**config.mk**
```make
export PLATFORM = sky130hd
export DESIGN_NAME = mem_access_unit
export DESIGN_NICKNAME = d
export VERILOG_FILES = /design/src/rtl/mem_access_pkg.sv /design/src/rtl/mem_lane_steer.sv /design/src/rtl/mem_access_unit.sv
export SDC_FILE = /design/constraint.sdc
export NUM_CORES = 1
export LEC_CHECK = 0
export CAP_MARGIN = 20
export CORE_ASPECT_RATIO = 0.75
export CORE_MARGIN = 1.5
export CORE_UTILIZATION = 42
export DETAILED_ROUTE_END_ITERATION = 10
export PLACE_DENSITY = 0.7
export SLEW_MARGIN = 20
export SYNTH_ARGS = -nofsm -noshare
export SYNTH_HDL_FRONTEND = slang
export SYNTH_HIERARCHICAL = 1
export SYNTH_SLANG_ARGS = --single-unit
```
**constraint.sdc**
```tcl
create_clock -name CLK -period 16.3 [get_ports CLK]
set_input_delay 4.075 -clock CLK [delete_from_list [all_inputs] [get_ports CLK]]
set_output_delay 4.075 -clock CLK [all_outputs]
set_load 0.01 [all_outputs]
```
**src/rtl/mem_access_pkg.sv**
```systemverilog
// Shared encodings for the memory-access unit: transfer sizes, FSM states, alignment masks.
// Purely declarative; no latency and no flow control of its own.
// Used by the controller FSM and by the lane-steering datapath.
`timescale 1ns/1ps
package mem_access_pkg;

    localparam logic [1:0] SZ_BYTE   = 2'b00;
    localparam logic [1:0] SZ_HALF   = 2'b01;
    localparam logic [1:0] SZ_WORD   = 2'b10;
    localparam logic [1:0] SZ_DOUBLE = 2'b11;

    typedef enum logic [1:0] {
        IDLE  = 2'd0,
        BEAT0 = 2'd1,
        BEAT1 = 2'd2,
        DONE  = 2'd3
    } state_t;

    // Low address bits that must be zero for a naturally aligned access of this size.
    function automatic int unsigned align_mask(input logic [1:0] size, input int unsigned bytes);
        case (size)
            SZ_BYTE: return 0;
            SZ_HALF: return 1;
            SZ_WORD: return bytes - 1;
            default: return 2 * bytes - 1;
        endcase
    endfunction

endpackage

```
**src/rtl/mem_lane_steer.sv**
```systemverilog
// Little-endian lane steering: store replication, byte enables, load extract and extend.
// Purely combinational, zero latency.
// No flow control; the FSM decides when its outputs are captured.
`timescale 1ns/1ps
module mem_lane_steer
    import mem_access_pkg::*;
#(
    parameter  int DATA_W = 32,
    localparam int BE_W   = DATA_W / 8,
    localparam int OFF_W  = $clog2(BE_W)
) (
    input  logic [1:0]        size,
    input  logic              is_signed,
    input  logic [OFF_W-1:0]  offset,
    input  logic [DATA_W-1:0] st_data,
    input  logic [DATA_W-1:0] ld_data,
    output logic [BE_W-1:0]   be,
    output logic [DATA_W-1:0] st_lanes,
    output logic [DATA_W-1:0] ld_ext
);

    logic [OFF_W+2:0] bit_base;
    logic [7:0]       ld_byte;
    logic [15:0]      ld_half;

    assign bit_base = {offset, 3'b000};
    assign ld_byte  = ld_data[bit_base +: 8];
    assign ld_half  = ld_data[bit_base +: 16];

    always_comb begin
        be       = '1;
        st_lanes = st_data;
        ld_ext   = ld_data;
        case (size)
            SZ_BYTE: begin
                be       = BE_W'(1) << offset;
                st_lanes = {BE_W{st_data[7:0]}};
                ld_ext   = {{(DATA_W-8){is_signed & ld_byte[7]}}, ld_byte};
            end
            SZ_HALF: begin
                be       = BE_W'(3) << offset;
                st_lanes = {(BE_W/2){st_data[15:0]}};
                ld_ext   = {{(DATA_W-16){is_signed & ld_half[15]}}, ld_half};
            end
            default: ;
        endcase
    end

endmodule

```
**src/rtl/mem_access_unit.sv**
```systemverilog
// Memory-access controller: one MFA/MFC handshake per byte/half/word/double transfer to RAM.
// Latency: RAM_REQ one edge after MFA, MFC one edge after the last beat (plus RAM wait cycles).
// Backpressure: each beat holds until RAM_RDY or the TIMEOUT budget expires; MFC holds until MFA drops.
`timescale 1ns/1ps
module mem_access_unit
    import mem_access_pkg::*;
#(
    parameter int ADDR_W  = 32,
    parameter int DATA_W  = 32,
    parameter int TIMEOUT = 64
) (
    input  logic                CLK,
    input  logic                CLR,
    input  logic                MFA,
    input  logic                RW,
    input  logic [1:0]          SIZE,
    input  logic                SIGNED,
    input  logic [ADDR_W-1:0]   ADDR,
    input  logic [2*DATA_W-1:0] WDATA,
    output logic [2*DATA_W-1:0] RDATA,
    output logic                MFC,
    output logic                FAULT,
    output logic                BUSY,
    output logic                RAM_REQ,
    output logic                RAM_WE,
    output logic [ADDR_W-1:0]   RAM_ADDR,
    output logic [DATA_W/8-1:0] RAM_BE,
    output logic [DATA_W-1:0]   RAM_WDATA,
    input  logic [DATA_W-1:0]   RAM_RDATA,
    input  logic                RAM_RDY
);

    localparam int BYTES = DATA_W / 8;
    localparam int OFF_W = $clog2(BYTES);
    localparam int TO_M1 = (TIMEOUT > 0) ? TIMEOUT - 1 : 0;
    localparam int CNT_W = (TIMEOUT > 1) ? $clog2(TIMEOUT) : 1;

    state_t state, state_nxt;

    logic              req_rw, rw_nxt;
    logic [1:0]        req_size, size_nxt;
    logic              req_signed, sign_nxt;
    logic [OFF_W-1:0]  req_off, off_nxt;
    logic [DATA_W-1:0] req_whi, whi_nxt;
    logic [DATA_W-1:0] lo_q, lo_nxt;
    logic [CNT_W-1:0]  cnt_q, cnt_nxt;

    logic                req_nxt, we_nxt, mfc_nxt, fault_nxt;
    logic [ADDR_W-1:0]   addr_nxt;
    logic [BYTES-1:0]    be_nxt;
    logic [DATA_W-1:0]   wdat_nxt;
    logic [2*DATA_W-1:0] rdata_nxt;

    logic              misaligned, beat_ok, to_hit;
    logic [ADDR_W-1:0] addr_aligned;
    logic [1:0]        st_size;
    logic              st_signed;
    logic [OFF_W-1:0]  st_off;
    logic [DATA_W-1:0] st_wdata, st_lanes, ld_ext;
    logic [BYTES-1:0]  st_be;

    assign misaligned   = |(ADDR & ADDR_W'(align_mask(SIZE, BYTES)));
    assign addr_aligned = {ADDR[ADDR_W-1:OFF_W], {OFF_W{1'b0}}};
    assign beat_ok      = RAM_REQ & RAM_RDY;
    assign to_hit       = (TIMEOUT != 0) && RAM_REQ && !RAM_RDY && (cnt_q == CNT_W'(TO_M1));

    // In IDLE the first beat is steered straight from the live request; later beats use the latches.
    assign st_size   = (state == IDLE) ? SIZE   : req_size;
    assign st_signed = (state == IDLE) ? SIGNED : req_signed;
    assign st_off    = (state == IDLE) ? ADDR[OFF_W-1:0] : req_off;
    assign st_wdata  = (state == IDLE) ? WDATA[DATA_W-1:0] : req_whi;

    mem_lane_steer #(.DATA_W(DATA_W)) u_steer (
        .size      (st_size),
        .is_signed (st_signed),
        .offset    (st_off),
        .st_data   (st_wdata),
        .ld_data   (RAM_RDATA),
        .be        (st_be),
        .st_lanes  (st_lanes),
        .ld_ext    (ld_ext)
    );

    always_ff @(posedge CLK or posedge CLR) begin
        if (CLR) begin
            state      <= IDLE;
            RAM_REQ    <= 1'b0;
            RAM_WE     <= 1'b0;
            RAM_ADDR   <= '0;
            RAM_BE     <= '0;
            RAM_WDATA  <= '0;
            MFC        <= 1'b0;
            FAULT      <= 1'b0;
            BUSY       <= 1'b0;
            RDATA      <= '0;
            lo_q       <= '0;
            cnt_q      <= '0;
            req_rw     <= 1'b0;
            req_size   <= SZ_BYTE;
            req_signed <= 1'b0;
            req_off    <= '0;
            req_whi    <= '0;
        end else begin
            state      <= state_nxt;
            RAM_REQ    <= req_nxt;
            RAM_WE     <= we_nxt;
            RAM_ADDR   <= addr_nxt;
            RAM_BE     <= be_nxt;
            RAM_WDATA  <= wdat_nxt;
            MFC        <= mfc_nxt;
            FAULT      <= fault_nxt;
            BUSY       <= (state_nxt != IDLE);
            RDATA      <= rdata_nxt;
            lo_q       <= lo_nxt;
            cnt_q      <= cnt_nxt;
            req_rw     <= rw_nxt;
            req_size   <= size_nxt;
            req_signed <= sign_nxt;
            req_off    <= off_nxt;
            req_whi    <= whi_nxt;
        end
    end

    always_comb begin
        state_nxt = state;
        case (state)
            IDLE:  if (MFA) state_nxt = misaligned ? DONE : BEAT0;
            BEAT0: begin
                if (beat_ok)     state_nxt = (req_size == SZ_DOUBLE) ? BEAT1 : DONE;
                else if (to_hit) state_nxt = DONE;
            end
            BEAT1: if (beat_ok || to_hit) state_nxt = DONE;
            DONE:  if (!MFA) state_nxt = IDLE;
        endcase
    end

    always_comb begin
        req_nxt   = RAM_REQ;
        we_nxt    = RAM_WE;
        addr_nxt  = RAM_ADDR;
        be_nxt    = RAM_BE;
        wdat_nxt  = RAM_WDATA;
        mfc_nxt   = MFC;
        fault_nxt = FAULT;
        rdata_nxt = RDATA;
        lo_nxt    = lo_q;
        cnt_nxt   = cnt_q;
        rw_nxt    = req_rw;
        size_nxt  = req_size;
        sign_nxt  = req_signed;
        off_nxt   = req_off;
        whi_nxt   = req_whi;
        case (state)
            IDLE: if (MFA) begin
                rw_nxt   = RW;
                size_nxt = SIZE;
                sign_nxt = SIGNED;
                off_nxt  = ADDR[OFF_W-1:0];
                whi_nxt  = WDATA[2*DATA_W-1:DATA_W];
                cnt_nxt  = '0;
                if (misaligned) begin
                    mfc_nxt   = 1'b1;
                    fault_nxt = 1'b1;
                end else begin
                    req_nxt  = 1'b1;
                    we_nxt   = !RW;
                    addr_nxt = addr_aligned;
                    be_nxt   = st_be;
                    wdat_nxt = st_lanes;
                end
            end
            BEAT0, BEAT1: begin
                if (beat_ok) begin
                    cnt_nxt = '0;
                    if (state == BEAT0 && req_size == SZ_DOUBLE) begin
                        addr_nxt = RAM_ADDR + ADDR_W'(BYTES);
                        be_nxt   = st_be;
                        wdat_nxt = st_lanes;
                        lo_nxt   = RAM_RDATA;
                    end else begin
                        req_nxt = 1'b0;
                        we_nxt  = 1'b0;
                        mfc_nxt = 1'b1;
                        if (req_rw)
                            rdata_nxt = (state == BEAT1) ? {RAM_RDATA, lo_q}
                                                         : {{DATA_W{1'b0}}, ld_ext};
                    end
                end else if (to_hit) begin
                    req_nxt   = 1'b0;
                    we_nxt    = 1'b0;
                    mfc_nxt   = 1'b1;
                    fault_nxt = 1'b1;
                end else if (RAM_REQ) begin
                    cnt_nxt = cnt_q + CNT_W'(1);
                end
            end
            DONE: if (!MFA) begin
                mfc_nxt   = 1'b0;
                fault_nxt = 1'b0;
            end
        endcase
    end

endmodule

```
# Word-level counts from Yosys, hierarchy flattened
# Index checks and enable logic that the tools add are counted.
# op_classes
add_sub_neg,2
eq_ne,20
n_shift,4
mux,55
bitwise_logic,5
reduce_logical,21
# ops
op,n
32-bit two-way mux,9
32-bit one-hot mux with 2 select lines,4
64-bit two-way mux,1
"32-bit by 3-bit adder with 32-bit output, second input constant",1
32-bit AND,1
32-bit OR reduction,1
32-bit by 6-bit variable part select with 16-bit output,1
32-bit by 6-bit variable part select with 8-bit output,1
6-bit two-way mux,4
5-bit AND reduction,4
1-bit two-way mux,16
2-bit two-way mux,8
4-bit two-way mux,4
"2-bit != test, second input constant",8
4-bit one-hot mux with 2 select lines,2
"3-bit != test, second input constant",4
6-bit one-hot mux with 2 select lines,1
3-bit one-hot mux with 3 select lines,1
"2-bit equality test, second input constant",4
2-bit one-hot mux with 4 select lines,1
4-bit AND reduction,2
"6-bit by 1-bit adder with 6-bit output, second input constant",1
"2-bit by 1-bit equality test with 1-bit output, second input constant",3
"6-bit equality test, second input constant",1
other kinds (14),24
# word_totals
ff_bits,215
input_bits,136
output_inout_bits,137

# Logic depth before layout (Yosys ltp)
# depth
word_depth,8
mapped_depth,14
ltp_nobuf,9

# Hierarchy
# The synthesis kept the hierarchy.
# modules_own_cells
mod,n_inst,cells_each,area_per_inst_um2
mem_access_unit,1,966,9924.5
mem_lane_steer,1,169,1252.5

# Worst setup path before layout
# OpenSTA, ideal clock, no wires.
# synth_timing
kind,input port to flip-flop
start,input port ADDR[0]
end,register RDATA[16]
arrival_time_ps,5488
t_required_ps,16167
path_slack_ps,10679
path_stages,9
n_path_buf,2
path_cell_list,mux2_2 -> buf_6 -> mux2_4 -> a22oi_4 -> o22ai_4 -> buf_6 -> a21o_1 -> mux2i_1 -> o21ai_0
# synth_between
elab_chain_len,5
word_cells_on_any_way,7
# synth_rtl
element,line_no,text
start: declaration,mem_access_unit.sv:18,"input logic [ADDR_W-1:0] ADDR,"
2-bit two-way mux (*),mem_access_unit.sv:70,assign st_off = (state == IDLE) ? ADDR[OFF_W-1:0] : req_off;
32-bit by 6-bit variable part select with 16-bit output or 32-bit by 6-bit variable part select with 8-bit output (tied branches),"mem_lane_steer.sv:28, mem_lane_steer.sv:27",
"1-bit AND, on equally long branches","mem_lane_steer.sv:43, mem_lane_steer.sv:38",
32-bit one-hot mux with 2 select lines (*),mem_lane_steer.sv:34,case (size)
net ld_ext[16],mem_access_unit.sv:59,"logic [DATA_W-1:0] st_wdata, st_lanes, ld_ext;"
64-bit two-way mux (*),mem_access_unit.sv:185,"rdata_nxt = (state == BEAT1) ? {RAM_RDATA, lo_q}"
end signal: assignment,mem_access_unit.sv:113,RDATA <= rdata_nxt;
end: declaration,mem_access_unit.sv:20,"output logic [2*DATA_W-1:0] RDATA,"
# Mark *: on every way through the listed nets, which the timed path passes. The rest lies on a longest branch.
# A chain may end at the register's enable or synchronous reset.

# Worst setup path in the final report
# layout_timing
start,input port MFA
end,register RAM_ADDR[5]
# layout_between
elab_chain_len,2
# layout_rtl
element,line_no,text
start: declaration,mem_access_unit.sv:14,"input logic MFA,"
2-bit != test (no line),n/a,
5-bit AND reduction (no line),n/a,
end signal: assignment,mem_access_unit.sv:107,RAM_ADDR <= addr_nxt;
end: declaration,mem_access_unit.sv:26,"output logic [ADDR_W-1:0] RAM_ADDR,"
# No other way between the ends.

==> impl_metrics.yaml <==
outcome:
  status: "complete, no violations"
synthesis:
  ys.flop_type: "dfrtp_1"
  synth_xor_area_share_pct: 0
  yosysMostFrequentCell: "nand2_1"
  syn_area_per_cell_sq_um: 9.848
  syn_inst: 1135
  synthSimpleGateAreaFrac_pct: 17.75
  ys_types: 63
  synth-compound-area-share_pct: 11.59
  yosys_warnings: 6
  synthDominantCellAreaShare_pct: 47.69
  synthTopCellsByArea: "dfrtp_1 (48%), mux2_2 (13%), nand2_1 (8.6%), mux2i_1 (4.7%), o21ai_0 (3.2%)"
  yosys_register_bits: 213
  synth_top_family_by_area: "multiplexers"
  ys_seq_area_share_pct: 47.69
  synth_commonest_cells: "nand2_1 (256), dfrtp_1 (213), mux2_2 (132)"
  synth_largest_area_cell: "dfrtp_1"
  synth-async-reset-ratio_pct: 100.0
  synth_adder_area_share_pct: 0.6717
  synth_edf_count: 0
  synth_area_sq_um: 11180
  synth.area.mux_share_pct: 18.18
critical_path:
  startpoint_type: "input pin"
  r2r-start: "state[0]"
  required_ns: 16.70
  criticalPathCategory: "input pin to register"
  worstPathArrival_ns: 6.86
  end_kind: "register"
  rrSetupSlack_ns: 12.53
  crit_fanout: 21
  reg2reg_depth: 10
  r2r_end: "RDATA[28]"
place:
  io_buffers: 270
  gp_congestion: 0.8209
  pre_cts_ws_ns: 9.393
  post-dp-hpwl_mm: 23.06
drt:
  totalWireLength_mm: 33.49
  wl_per_cell_um: 19.48
  drc_errors: 0
  drtIter0Drc: 716
  route.met3.wl_mm: 2.645
  ant_nets: 0
  num_vias: 9423
  drtPass1Iterations: 5
  top_layer: "met4"
  viasPerCell: 5.482
  wl_met1_mm: 15.41
  wl_met2_mm: 14.57
sta:
  final-max-slew-violation-count: 0
  max_freq_mhz: 154.7
  worst_slack_ns: 9.836
  fin_setup_tns_ns: 0
  finalSetupViolCount: 0
  rsz0062_at_grt: "false"
  finalCritPeriodShare_pct: 39.66
  slew_headroom_pct: 22.35
  period_needed_ns: 6.464
  hold_viol_final: 0
  clock_skew_ns: 0.009785
  holdWs_ns: 0.4630
  tightest_slew_ns: 1.154
power_and_ir_drop:
  pwr-share-seq_pct: 28.9
  clockPowerShare_pct: 20.5
  pwr-share-comb_pct: 50.6
  p_sw_mw: 1.207
  power_leakage_nw: 6.678
  power.total_mw: 3.094
  ir_drop_mv: 0.1072
  switching_share_pct: 39.00
  internal_power_mw: 1.887
  pwr_density_cell_nw_per_um2: 206.7
clocking:
  post_cts_buffers: 0
  cts_hold_buffers: 0
  clkLatencyLatePin_ns: 0.52
  cts_root_buffer: "clkbuf_16"
  cts_buffers: 24
  cts_tree: "done"
  clkTransAtPathRegs_ns: 0.06
  htreeDepth: 1
  clock-sinks: 213
  cts.repair.resized: 0
  clockBufferDepth: 3
final_layout:
  drive_gt1_share_pct: 15.15
  fillerInstances: 2330
  area_delta_synth_final_pct: 33.91
  num-nets-final: 1498
  post-route-util_pct: 57.49
die:
  start_util_pct: 42.93
  pin_count: 273
  die_x_um: 191.4
  die_h_um: 144.3
  coreArea_sq_um: 26040
  num_rows: 51
  die-area_sq_um: 27610
hold_path:
  hp-class: "register to register"
  holdCritStartpoint: "RDATA[53]"
  min_to: "RDATA[53]"
  hold_path_depth: 2
global_route:
  grt_pass1_vias: 9185
  track_usage_pct: 24.46
  grt_max_degree: 137
  antenna_found_initial: 2
  grt_overflow: 0
  grt_pass1_wl_mm: 52.88
run:
  max_cap_viol_count: 0
[how the worst max path moves through the flow]
| stage | start | to | slack, ns | cells after the start |
|---|---|---|---|---|
| floorplan | CLR | BUSY | 6.40 | 1 |
| global placement | MFA | RAM_ADDR[12] | 9.50 | 7 |
| detailed placement | MFA | RAM_ADDR[23] | 9.39 | 6 |
| CTS | MFA | RAM_ADDR[23] | 9.94 | 6 |
| global route | MFA | RAM_ADDR[18] | 9.65 | 6 |
| finish | MFA | RAM_ADDR[5] | 9.84 | 5 |
[flip-flops by register name (all words and copies together) (netlist names), 2 cells and up]
signal,count
cnt_q,6
RAM_ADDR,30
req_off,2
req_size,2
RAM_WDATA,32
lo_q,32
req_whi,32
state,2
RDATA,64
RAM_BE,4
[cells in the final DEF (no fill, tap or decap), drive strengths merged, types with 2 or more instances in the layout]
cell type	instances
nand3	52
inv	12
or2	4
or4	5
nand3b	3
o221a	3
nor2	28
nand2	256
ha	6
dfrtp	213
a22oi	9
conb	2
mux2i	53
nor2b	2
o22ai	22
nand2b	13
a2bb2oi	8
a211oi	2
clkdlybuf4s50	270
and4	9
nor4	7
mux2	133
nand4	12
o21ai	73
a21oi	26
o31ai	3
o21bai	4
a211o	3
diode	2
and2	3
nor3	19
clkinv	5
and3	11
a21o	23
clkbuf	31
bufinv	7
nor3b	4
buf	9
a31oi	7
o2bb2ai	6
[worst max-delay path: stages]
cell	delay, ns
clkdlybuf4s50_1	0.71
mux2i_1	0.19
a211oi_1	0.54
nand3_1	0.82
o221a_2	0.52
[layer usage]
| metal | vias up | GRT usage, % |
|---|---|---|
| met2 | 326 | 36.44 |
| met4 | 0 | 6.538 |
| met3 | 55 | 5.702 |
| met5 | - | 0 |
| li1 | 4451 | - |
| met1 | 4591 | 35.55 |
[power groups by stage]
stage          clock network (mW)  registers, mW  logic (mW)
2_1_floorplan                   0          0.929       0.967
3_3_place_gp                    0          0.891        1.53
3_5_place_dp                    0          0.899        1.56
4_1_cts                     0.650          0.893        1.57
5_1_grt                     0.672          0.922        1.72
6_report                    0.635          0.893        1.57
[logic make-up after synthesis]
| kind of cell | count (synthesis) |
|---|---|
| other | 1 |
| AOI/OAI and AO/OA | 199 |
| buffers and inverters | 97 |
| muxes | 186 |
| DFF | 213 |
| adders and majority gates | 6 |
| and+or+nand+nor | 433 |
[area by class of cell]
type | instances | area (sq um) | area share [%]
multi-input cells | 826 | 5431 | 36.29
flip-flops and latches | 213 | 5330 | 35.61
repair buffers | 279 | 2786 | 18.62
clock buffers | 31 | 688.2 | 4.598
well taps | 344 | 430.4 | 2.876
clock inverters | 12 | 242.7 | 1.622
inverters | 12 | 52.55 | 0.3511
diodes | 2 | 5.005 | 0.03344
[per-stage QoR]
| stage | instance area [sq um] | instances |
|---|---|---|
| 2_1_floorplan | 11180 | 1136 |
| 4_1_cts | 14930 | 1716 |
| 3_3_place_gp | 14000 | 1673 |
| 6_report | 14970 | 1719 |
| 3_5_place_dp | 14000 | 1673 |
| 5_1_grt | 14960 | 1718 |
Power figures use the tool's default switching activity.
==> variant 1 (same settings) <==
Take the reset off `RAM_ADDR` and load it in a clocked block of its own.
--- a/src/rtl/mem_access_unit.sv
+++ b/src/rtl/mem_access_unit.sv
@@ -86,7 +86,6 @@
             state      <= IDLE;
             RAM_REQ    <= 1'b0;
             RAM_WE     <= 1'b0;
-            RAM_ADDR   <= '0;
             RAM_BE     <= '0;
             RAM_WDATA  <= '0;
             MFC        <= 1'b0;
@@ -104,7 +103,6 @@
             state      <= state_nxt;
             RAM_REQ    <= req_nxt;
             RAM_WE     <= we_nxt;
-            RAM_ADDR   <= addr_nxt;
             RAM_BE     <= be_nxt;
             RAM_WDATA  <= wdat_nxt;
             MFC        <= mfc_nxt;
@@ -119,6 +117,10 @@
             req_off    <= off_nxt;
             req_whi    <= whi_nxt;
         end
+    end
+
+    always_ff @(posedge CLK) begin
+        RAM_ADDR <= addr_nxt;
     end
 
     always_comb begin
Function: changed (Yosys sat finds a counterexample within 4 cycles, from zero or initial values; the reset may be asserted at any time).
==> variant 1 against the original RTL <==
- sequential cell count stayed put
- clock skew about the same
- setup slack worse by 0.48 ns
- total power is 3.5% higher
- routed wire length is 8.0% lower
- fmax shrank 7.0%
- cell area is 1.6% lower
- area after synthesis fell by 1.1%
- critical path type unchanged
==> variant 1: results (changes against the original RTL) <==
| Group | Parameter | This run | Change |
| --- | --- | --- | --- |
| outcome | Status | completed | unchanged |
| cells and area | Non-Clock Buffer Count | 278 | was 279 |
| global route | Met2 track demand over resource | 33.3% | was 36.4% |
| global route | GRT met1 Usage | 32.2% | was 35.6% |
| global route | Pin count of the biggest net entering global routing | 129 | was 137 |
| routing | Drt initial violations | 614 | was 716 |
| timing | Worst hold margin | 0.479 ns | was 0.463 ns |
| cells and area | Fraction of area in multi-input gates | 34.8% | was 36.3% |
| power | Reported combinational group power | 1630 uW | was 1570 uW |
| timing | Worst slew pin tran | 1.05 ns | was 1.15 ns |
| cells and area | Number of multi-input combinational cells | 705 | was 826 |
| cells and area | Number of nets in the finished design | 1375 | was 1498 |
| global route | Overall routing resource usage | 22.2% | was 24.5% |
| timing | Layout Skew | 0.00984 ns | was 0.00978 ns |
| synthesis | Number of distinct standard cells referenced by the synthesized netlist | 62 | was 63 |
| placed design | Placed inst area | 13800 sq um | was 14000 sq um |
| critical path | Critical path fanouts, max | 62 | was 21 |
| synthesis | Post-Synth XOR/XNOR Area | 1.03% | was 0% |
| synthesis | Sequential cell area fraction in the yosys report | 49.6% | was 47.7% |
| synthesis | Async set or reset register ratio after synthesis | 85.9% | was 100% |
| routing | Met2 wire length | 13.4 mm | was 14.6 mm |
| power | Worst-case vdd ir drop | 0.000119 V | was 0.000107 V |
| min path | Beginning of the worst hold path | RDATA[40]$_DFFE_PP0P_ | was RDATA[53]$_DFFE_PP0P_ |
| routing | Average vias per placed instance | 5.36 | was 5.48 |
| routing | Met3 routed WL | 2.02 mm | was 2.65 mm |
| synthesis | Complex-gate fraction of the synthesized area | 11.7% | was 11.6% |
| critical path | Worst setup endpoint | RAM_WDATA[12]$_DFFE_PP0P_ | was RAM_ADDR[5]$_DFFE_PP0P_ |
| power | Standby leakage power | 0.00610 uW | was 0.00668 uW |
| critical path | Worst r2r dst | RDATA[21]$_DFFE_PP0P_ | was RDATA[28]$_DFFE_PP0P_ |
variant 1: cell count changes after synthesis, moves of 11 or more:
cell	unedited run	this run
clkbuf_1	43	28
edfxtp_1	0	30
nor2_1	26	43
o21ai_0	72	100
o22ai_1	21	2
dfrtp_1	213	183
mux2_2	132	169
nand2_1	256	137
a31oi_1	7	21
nor3_1	19	1
nand2b_1	13	2
xor2_1	0	11
nand3_1	52	20
variant 1: stage by stage:
step	std cells	worst slack [ns]	util [%]	power, uW
2_1_floorplan	1006	7.25	-	2020
3_3_place_gp	1551	8.89	53.4	2580
3_5_place_dp	1551	8.82	53.4	2620
4_1_cts	1592	9.37	56.7	3220
5_1_grt	1595	9.15	56.9	3420
6_report	1595	9.35	56.9	3200
variant 1: critical path, stage by stage:
cell             delay [ns]
clkdlybuf4s50_1        0.66
nand2_2                0.66
o21bai_1               0.51
a21oi_4                0.26
buf_4                  0.70
mux2_2                 0.42
==> variant 2 (config.mk and constraints unchanged) <==
Without the edit above. Change the parameter `TIMEOUT` from 64 to 128.
--- a/src/rtl/mem_access_unit.sv
+++ b/src/rtl/mem_access_unit.sv
@@ -7,7 +7,7 @@
 #(
     parameter int ADDR_W  = 32,
     parameter int DATA_W  = 32,
-    parameter int TIMEOUT = 64
+    parameter int TIMEOUT = 128
 ) (
     input  logic                CLK,
     input  logic                CLR,
Behaviour: same outputs for any inputs over 4 cycles, from zero or initial values; that may be too few to reach the edited logic, so the function may still have changed.
==> variant 2 against the original RTL <==
- total power increased by 3.1%
- setup slack improved by 0.17 ns
- clock power decreased by 6.8%
- cell area fell by 0.49%
- routed wire length decreased by 2.1%
- critical path depth up 3
- sequential share of layout area rose by 0.34 points
- sequential power grew 3.1%
- area after synthesis is 0.31% higher
- sequential cell count is 1 higher
- first-iteration DRC count fell by 0.42%
- largest cell class unchanged
==> variant 2: results (changes against the original RTL) <==
| Group | Parameter | This run | Change |
| --- | --- | --- | --- |
| power | Worst-case vdd ir drop | 0.000137 V | was 0.000107 V |
| routing | Average vias per placed instance | 5.44 | was 5.48 |
| synthesis | Sequential cell area fraction in the yosys report | 47.8% | was 47.7% |
| critical path | Worst r2r dst | RDATA[25]$_DFFE_PP0P_ | was RDATA[28]$_DFFE_PP0P_ |
| critical path | Critical path fanouts, max | 24 | was 21 |
| timing | Relative max-transition margin | 29.7% | was 22.4% |
| critical path | Slowest cell delay on critical path | 0.55 ns | was 0.82 ns |
| min path | End point of the worst hold path | RDATA[37]$_DFFE_PP0P_ | was RDATA[53]$_DFFE_PP0P_ |
| timing | Worst hold margin | 0.473 ns | was 0.463 ns |
| outcome | Status | completed | unchanged |
| global route | Pin count of the biggest net entering global routing | 129 | was 137 |
| routing | Metal1 wirelength | 15.1 mm | was 15.4 mm |
| cells and area | Number of nets in the finished design | 1483 | was 1498 |
| critical path | Reg-to-reg slack, setup | 12.61 ns | was 12.53 ns |
| timing | Post-route fraction of the period consumed by the critical path | 38.6% | was 39.7% |
| routing | Met2 wire length | 14.5 mm | was 14.6 mm |
| global route | GRT met1 Usage | 34.1% | was 35.6% |
| global route | Met3 capacity usage during global routing | 6.16% | was 5.70% |
| cells and area | Post-route non-filler standard cell count | 1703 | was 1719 |
| synthesis | Number of distinct standard cells referenced by the synthesized netlist | 75 | was 63 |
| min path | Beginning of the worst hold path | RDATA[37]$_DFFE_PP0P_ | was RDATA[53]$_DFFE_PP0P_ |
| synthesis | Largest cells by area after synthesis | dfrtp_1, mux2_2, nand2_1 | unchanged |
| routing | Total length of routed wires | 32.8 mm | was 33.5 mm |
| critical path | Critical path data arrival time | 6.73 ns | was 6.86 ns |
| placed design | Dpl hpwl | 22.5 mm | was 23.1 mm |
| global route | Global-route wire length before repair | 51.4 mm | was 52.9 mm |
| placed design | RePlAce Congestion | 0.847 | was 0.821 |
| global route | Initial antenna violation count | 1 | was 2 |
| cells and area | Layout cells sized above 1 | 15.8% | was 15.1% |
| global route | Overall routing resource usage | 23.7% | was 24.5% |
| power | Standby leakage power | 0.00638 uW | was 0.00668 uW |
| critical path | Worst-path cell with the longest stage delay | clkdlybuf4s50_1 | was nand3_1 |
==> variant 2: cell types whose count changed in the layout (fill, tap and decap cells not counted), moves of 6 or more <==
cell,unedited run,this run
o21ai_0,72,96
o22a_1,0,6
nand3_1,51,24
nor3_1,18,6
a21oi_1,25,36
nand2b_1,12,3
and4_1,9,2
==> variant 2: where the power goes <==
part	leakage, uW	switching [uW]	internal [uW]
Clock	0.000431	227	365
Combinational	0.00328	901	775
Sequential	0.00267	152	770
==> variant 2: cell type report <==
type,instances,area [sq um]
clock buffers,35,743
clock inverters,9,134
fillers,2273,11200
inverters,10,45.0
multi-input cells,812,5410
flip-flops and latches,214,5360
well taps,344,430
repair buffers,279,2770
==> variant 2: logic make-up after synthesis <==
family	after synthesis	share of synthesized area (%)
simple gates	358	14.2
flops	214	47.8
compound gates	262	15.1
fa+ha+maj	6	0.670
other cells	1	0.0334
buf+inv	99	4.33
mux	184	17.9
